### config.mk
export PLATFORM = sky130hd
export DESIGN_NAME = gpio_pattern_gen
export DESIGN_NICKNAME = d
export VERILOG_FILES = /design/src/rtl/gpio_pattern_gen.sv
export SDC_FILE = /design/constraint.sdc
export NUM_CORES = 1
export LEC_CHECK = 0
export BUFFER_PORTS_ARGS = -buffer_cell sky130_fd_sc_hd__buf_2
export CAP_MARGIN = 0
export CORE_UTILIZATION = 45
export CTS_CLUSTER_SIZE = 25
export DETAILED_ROUTE_END_ITERATION = 10
export PLACE_DENSITY_LB_ADDON = 0.05
export SLEW_MARGIN = 0
export SYNTH_ARGS = -nofsm -noshare
export SYNTH_HDL_FRONTEND = slang
export SYNTH_SLANG_ARGS = --single-unit
### constraint.sdc
create_clock -name clk -period 5.4 [get_ports clk]
set_clock_uncertainty 0.15 [all_clocks]
set_input_delay 0.54 -clock clk [delete_from_list [all_inputs] [get_ports clk]]
set_output_delay 0.54 -clock clk [all_outputs]
set_load 0.01 [all_outputs]
### src/rtl/gpio_pattern_gen.sv
`default_nettype none
// ---------------------------------------------------------------------------
// gpio_pattern_gen: multi-channel test-pattern driver (toggle/walk/PRBS7/count), rev 1.0
// Optional macro PATGEN_INVERT_EN adds a start-latched XOR mask on the outputs.
// ---------------------------------------------------------------------------
module gpio_pattern_gen #(
  parameter int N_CH  = 40,
  parameter int DIV_W = 24,
  parameter int LEN_W = 16
) (
  input  logic             clk,
  input  logic             rst,
  input  logic             start_i,
  input  logic             stop_i,
  input  logic [1:0]       mode_i,
  input  logic [DIV_W-1:0] div_i,
  input  logic [LEN_W-1:0] run_len_i,
`ifdef PATGEN_INVERT_EN
  input  logic [N_CH-1:0]  invert_mask_i,
`endif
  output logic [N_CH-1:0]  out_o,
  output logic             tick_o,
  output logic             busy_o,
  output logic             done_o
);

  typedef enum logic [1:0] {
    S_IDLE = 2'd0,
    S_RUN  = 2'd1,
    S_DONE = 2'd2
  } state_t;

  localparam logic [1:0]       MODE_TOGGLE = 2'd0;
  localparam logic [1:0]       MODE_WALK   = 2'd1;
  localparam logic [1:0]       MODE_PRBS   = 2'd2;
  localparam logic [N_CH-1:0]  PAT_ONE     = {{(N_CH-1){1'b0}}, 1'b1};
  localparam logic [DIV_W-1:0] PRESC_ONE   = {{(DIV_W-1){1'b0}}, 1'b1};
  localparam logic [LEN_W-1:0] REM_ONE     = {{(LEN_W-1){1'b0}}, 1'b1};
  localparam logic [6:0]       LFSR_SEED   = 7'h7F;

  state_t           state_q;
  logic [1:0]       mode_q;
  logic [DIV_W-1:0] div_q;
  logic [DIV_W-1:0] presc_q;
  logic [LEN_W-1:0] rem_q;
  logic             bounded_q;
  logic [N_CH-1:0]  pat_q;
  logic [N_CH-1:0]  pat_d;
  logic [6:0]       lfsr_q;
  logic [6:0]       lfsr_d;
  logic             busy_q;
  logic             done_q;
  logic             prbs_bit;
  logic             tick_now;
`ifdef PATGEN_INVERT_EN
  logic [N_CH-1:0]  mask_q;
`endif

  assign tick_now = (state_q == S_RUN) && (presc_q == div_q);
  assign prbs_bit = lfsr_q[6] ^ lfsr_q[5];

  always_comb begin
    pat_d  = pat_q;
    lfsr_d = lfsr_q;
    case (mode_q)
      MODE_TOGGLE: pat_d = ~pat_q;
      MODE_WALK:   pat_d = {pat_q[N_CH-2:0], pat_q[N_CH-1]};
      MODE_PRBS: begin
        pat_d  = {pat_q[N_CH-2:0], prbs_bit};
        lfsr_d = {lfsr_q[5:0], prbs_bit};
      end
      default:     pat_d = pat_q + PAT_ONE;
    endcase
  end

  always_ff @(posedge clk) begin
    if (rst) begin
      state_q   <= S_IDLE;
      mode_q    <= MODE_TOGGLE;
      div_q     <= '0;
      presc_q   <= '0;
      rem_q     <= '0;
      bounded_q <= 1'b0;
      pat_q     <= '0;
      lfsr_q    <= LFSR_SEED;
      busy_q    <= 1'b0;
      done_q    <= 1'b0;
`ifdef PATGEN_INVERT_EN
      mask_q    <= '0;
`endif
    end else if (stop_i) begin
      // Abort wins over everything else, including a same-cycle start.
      state_q <= S_IDLE;
      presc_q <= '0;
      rem_q   <= '0;
      pat_q   <= '0;
      busy_q  <= 1'b0;
      done_q  <= 1'b0;
    end else begin
      case (state_q)
        S_IDLE: begin
          done_q <= 1'b0;
          if (start_i) begin
            state_q   <= S_RUN;
            mode_q    <= mode_i;
            div_q     <= div_i;
            presc_q   <= '0;
            rem_q     <= run_len_i;
            bounded_q <= (run_len_i != '0);
            lfsr_q    <= LFSR_SEED;
            pat_q     <= (mode_i == MODE_WALK) ? PAT_ONE : '0;
            busy_q    <= 1'b1;
`ifdef PATGEN_INVERT_EN
            mask_q    <= invert_mask_i;
`endif
          end
        end
        S_RUN: begin
          if (tick_now) begin
            presc_q <= '0;
            pat_q   <= pat_d;
            lfsr_q  <= lfsr_d;
            if (bounded_q) begin
              rem_q <= rem_q - REM_ONE;
              if (rem_q == REM_ONE) begin
                state_q <= S_DONE;
                busy_q  <= 1'b0;
                done_q  <= 1'b1;
              end
            end
          end else begin
            presc_q <= presc_q + PRESC_ONE;
          end
        end
        default: begin
          state_q <= S_IDLE;
          done_q  <= 1'b0;
        end
      endcase
    end
  end

`ifdef PATGEN_INVERT_EN
  assign out_o = pat_q ^ mask_q;
`else
  assign out_o = pat_q;
`endif
  assign tick_o = tick_now;
  assign busy_o = busy_q;
  assign done_o = done_q;

endmodule
`default_nettype wire

# Yosys cells after proc, flatten, opt, wreduce, memory -nomap -nowiden
# Index checks and enable logic that the tools add are counted.
[classes]
reduce_logical = 15
eq_ne = 11
add_sub_neg = 3
n_mux = 26
bitwise = 4
[op_table]
columns = ["operator", "count"]
rows = [
  ["40-bit case mux with 3 select lines", 1],
  ["40-bit two-way mux", 2],
  ["40-bit case mux with 2 select lines", 1],
  ["16-bit two-way mux", 3],
  ["24-bit two-way mux", 2],
  ["24-bit case mux with 2 select lines", 1],
  ["40-bit by 1-bit adder with 40-bit output (second input constant)", 1],
  ["40-bit inverter", 1],
  ["16-bit case mux with 2 select lines", 1],
  ["24-bit by 1-bit adder with 24-bit output (second input constant)", 1],
  ["24-bit equality test", 1],
  ["7-bit two-way mux", 3],
  ["16-bit by 1-bit equality test with 1-bit output (second input constant)", 1],
  ["16-bit nonzero test", 1],
  ["16-bit by 1-bit subtractor with 16-bit output (second input constant)", 1],
  ["7-bit case mux with 2 select lines", 1],
  ["5-bit AND reduction", 2],
  ["3-bit AND reduction", 3],
  ["2-bit two-way mux", 4],
  ["4-bit AND reduction", 2],
  ["2-bit by 1-bit equality test with 1-bit output (second input constant)", 3],
  ["2-bit != test (second input constant)", 3],
  ["1-bit two-way mux", 5],
  ["2-bit zero test", 2],
  ["11 further kinds", 13],
]
[totals]
regBits = 118
word_cells = 69
out_inout_bits = 43
inputBits = 46

# Depth between registers and ports, before layout
[depth]
depth_word = 5
ltp_mapped = 9
ltp_nobuf = 7

# Worst setup path after synthesis
# No wires, ideal clock.
[synth_path]
kind = "register -> register"
start = "register pat_q[1], in the netlist out_o[1]"
end = "register pat_q[38], in the netlist out_o[38]"
stages_incl_launch_ff = 9
n_path_buf = 1
slack_ns = 2.979
setup_time_ns = 0.117
arrival_ns = 2.153
period_less_slack_ns = 2.421
path_cell_list = "dfxtp_1 -> ha_1 -> nand4_1 -> nor4_2 -> and2_0 -> buf_2 -> nand3_1 -> o21a_1 -> a32o_1"
[synth_via]
elab_chain_cells = 4
[synth_lines]
columns = ["element", "line_no", "source"]
rows = [
  ["start, declared", "47", "logic [N_CH-1:0] pat_q;"],
  ["start signal, assigned", "111", "pat_q <= (mode_i == MODE_WALK) ? PAT_ONE : '0;"],
  ["start signal, assigned", "121", "pat_q <= pat_d;"],
  ["40-bit by 1-bit adder with 40-bit output", "72", "default: pat_d = pat_q + PAT_ONE;"],
  ["40-bit case mux with 3 select lines", "65", "case (mode_q)"],
  ["40-bit two-way mux", "119", "if (tick_now) begin"],
  ["40-bit case mux with 2 select lines", "100", "case (state_q)"],
]
# Every way passes these cells. The select of a mux whose other input is x is not followed.
# A chain may end at the register's enable or synchronous reset.

# Worst setup path in the final report
[layout_path]
start = "register presc_q[4]"
end = "output port tick_o"
[layout_via]
elab_chain_cells = 2
[layout_lines]
columns = ["element", "line_no", "source"]
rows = [
  ["start, declared", "44", "logic [DIV_W-1:0] presc_q;"],
  ["start signal, assigned", "132", "presc_q <= presc_q + PRESC_ONE;"],
  ["24-bit equality test", "59", "assign tick_now = (state_q == S_RUN) && (presc_q == div_q);"],
  ["1-bit logical AND", "59", ""],
  ["end, declared", "22", "output logic tick_o,"],
]
# Every way passes these cells.

==> impl_metrics.json <==
{
  "finalSetupViolations": 0,
  "post_dp_cell_area_um2": 7780,
  "finalPower_mw": 2.362,
  "final_antenna_net_count": 0,
  "syn-cell-area_um2": 7308,
  "synth.yosys.seq_area_share": 0.3232,
  "critical_path_class": "flop to output pin",
  "drive_above_1_share": 0.1590,
  "die_x_um": 129.4,
  "critical_path.max_stage_delay_ps": 510,
  "cts_tree": "yes",
  "layout_worst_path_cycle_share": 0.6036,
  "postCtsSetupBuffers": 0,
  "setup.reg_to_reg.worst_slack_ps": 2220,
  "row_count": 46,
  "vdd_drop_max_mv": 0.2668,
  "antennaDiodeCount": 0,
  "routed-via-count": 7616,
  "place.port_buffers": 88,
  "floorplan.die.height_um": 129.4,
  "instances_no_fill": 1254,
  "detailedRoute.firstIterationViolations": 813,
  "finalHoldViolCount": 0,
  "grt_max_degree": 59,
  "status": "complete, no violations",
  "crit_path_top_delay_cell": "nor4_4",
  "core_region_area_um2": 15890,
  "max_slew.worst_pin.slew_ps": 1000,
  "number_of_flops_mapped_to_enable_cells_by_yosys": 0,
  "buffer_levels_on_the_longest_clock_path": 2,
  "count_of_cells_along_the_worst_register_to_register_path": 8,
  "remaining_drc_errors": 0,
  "layout.cell_area.non_filler_um2": 8363,
  "critical_path.max_fanout": 12,
  "unrepaired_setup_endpoints_after_global_routing": "false",
  "max-cap-violations": 0,
  "wl_mm": 22.33,
  "total_number_of_h_tree_levels": 4,
  "hpwlAfterDp_mm": 14.72,
  "hold_worst_slack_ps": 196.3,
  "syn2layout_area_growth_pct": 14.43,
  "worstPathArrival_ps": 2570,
  "numPlacedInstances": 1222,
  "routed_wire_length_per_instance_um": 17.81,
  "clock-sinks": 118,
  "postSynth.topFlopCell": "dfxtp_1",
  "worst_slew_margin_rel": 0.3333,
  "grt_pass1_wl_mm": 35.76,
  "post_synth_num_cell_types": 69,
  "worst_hold_path.num_cells": 3,
  "critical_path.cell_chain": "xnor2_1 -> nand4_1 -> nor4_4 -> nand2_1 -> nor2_1 -> buf_2",
  "final_period_minus_worst_setup_slack_ps": 3259,
  "fillers": 1576,
  "vias_per_cell": 6.073,
  "gp_routability_congestion": 0.8494,
  "die_area_um2": 16750,
  "clock_tree.root_cell": "clkbuf_16",
  "finalNetCount": 1075,
  "number_of_global_route_vias_before_repair": 6601,
  "max_freq_mhz": 306.8,
  "post_synth_inst_count": 995,
  "ioPinCount": 89,
  "timing.hold.worst.class": "input port to flop",
  "worstSkewPairLatency_ps": 430,
  "power.static_leakage_nw": 2.956,
  "initial_core_util": 0.4601,
  "synthArstFlopShare": 0,
  "synth-warning-count": 0,
  "global_route.usage.total": 0.2718,
  "grt_antenna_before_repair": 0,
  "synth.net_count": 1045,
  "tns_ps": 0,
  "number_of_synthesized_register_bits": 118,
  "power.density_nw_per_um2": 282.4,
  "postSynthAreaPerCell_um2": 7.345,
  "cts_made_buffers": 17,
  "postCtsHoldBufs": 0,
  "gr-total-overflow": 0,
  "maxSlewViolCount": 0,
  "cts.repair.resized": 0,
  "cp_data_required_time_ps": 4710,
  "worst_setup_hold_path_clk_slew_ps": 70,
  "setup.worst_path.start_class": "flop",
  "timing.critical_path.to_type": "output pin",
  "drt-pass1-iter-count": 5
}
-- cell usage in the layout (no fill, tap or decap), types with 5 or more instances in the layout --
cell       count
nand2_1      129
and3_1         9
and2_1         8
nand3b_1       7
a211o_1        8
nand3_1       37
a211oi_1      16
dfxtp_1      116
xnor2_1       26
nor2_1        73
buf_2         88
inv_1         22
o32ai_1       10
mux2i_1       20
nand4_1       34
o221a_2       13
nor4_1        12
a22oi_1        6
nor3_1        37
o211ai_1      11
a2111oi_0      5
nand2b_1      18
o21ai_0       56
buf_4         12
a31oi_1       26
clkbuf_16     17
o31ai_1        9
a21oi_1      113
inv_6          8
-- report_power, final --
part	switching [mW]	internal, mW	total [mW]
clock network	0.499	0.655	1.15
registers	0.0387	0.894	0.933
logic	0.176	0.0997	0.276
total	0.714	1.65	2.36
-- state kept, by name, indices dropped and copies added, names as in the netlist --
register   cells
rem_q         16
presc_q       24
state_q        2
bounded_q      1
out_o         40
done_o         1
mode_q         2
busy_o         1
div_q         24
lfsr_q         7
-- area by class of cell --
| class | instances | area, um^2 | share of cell area |
|---|---|---|---|
| Tap cell | 216 | 270.3 | 0.03232 |
| Clock inverter | 15 | 157.7 | 0.01885 |
| Timing Repair Buffer | 100 | 530.5 | 0.06344 |
| Clock buffer | 17 | 425.4 | 0.05087 |
| Sequential cell | 118 | 2365 | 0.2828 |
| Multi-Input combinational cell | 766 | 4532 | 0.5419 |
| Inverter | 22 | 82.58 | 0.009874 |
-- worst paths after layout --
kind                                 from                endpoint
setup / recovery  presc_q[4]$_SDFFE_PP0P_                  tick_o
setup reg to reg  presc_q[4]$_SDFFE_PP0P_  rem_q[13]$_SDFFE_PP0P_
hold / removal                  div_i[18]  div_q[18]$_SDFFE_PP0P_
hold reg to reg     div_q[3]$_SDFFE_PP0P_   div_q[3]$_SDFFE_PP0P_
-- kinds of logic (layout without fill, tap and decap cells) --
logic type      after synthesis  count (layout)  synth area share
flops                       118             118            0.3232
simple gates                392             392            0.2606
mux                          21              21           0.02893
compound gates              319             319            0.2823
fa+ha+maj                     4               4          0.006848
buf+inv                     111             154           0.06215
xor+xnor                     30              30           0.03595
-- synth_stat cells (all sizes together), types with 6 or more instances --
master   number  area, um^2
o221a        13       146.4
a211o         8       70.07
a211oi       16       120.1
nor4         15       115.1
nand4        34       212.7
a21oi       114       570.6
a31oi        27       168.9
inv          22       82.58
and3          9       56.30
a22oi         6       45.04
o32ai        10       87.58
nand2b       19       118.9
buf          22       111.4
clkbuf       66       251.5
nor2         75       281.5
mux2i        20       200.2
and2          9       56.31
o31ai         9       67.56
dfxtp       118        2362
nand3        37       185.2
nand3b        7       52.55
a2111oi       6       58.80
xnor2        26       227.7
nand2       129       484.2
o21ai        56       280.3
nor3         37       185.2
o211ai       11       82.58
-- critical path, delay by kind of cell, from the launching register on --
kind / cells / cell delay (ps)
buffers and inverters: 1 / 160
xor gates and xnor gates: 1 / 160
and+or+nand+nor: 4 / 1340
DFF: 1 / 490
-- stage by stage --
stage	utilization	setup WS (ps)
CTS	0.5265	2100
detailed placement	0.4898	2100
global placement	0.4898	2132
global route	0.5265	1988
finish	0.5265	2141
floorplan	-	2979
-- layer usage --
| layer | track usage | part of all wire | vias up |
|---|---|---|---|
| li1 | - | - | 3725 |
| met1 | 0.4034 | 0.49 | 3564 |
| met2 | 0.4013 | 0.43 | 311 |
| met3 | 0.05491 | 0.070 | 16 |
| met4 | 0.06019 | 0.0071 | 0 |
| met5 | 0 | 0 | - |
No activity file was read; power rests on OpenSTA's default activity.
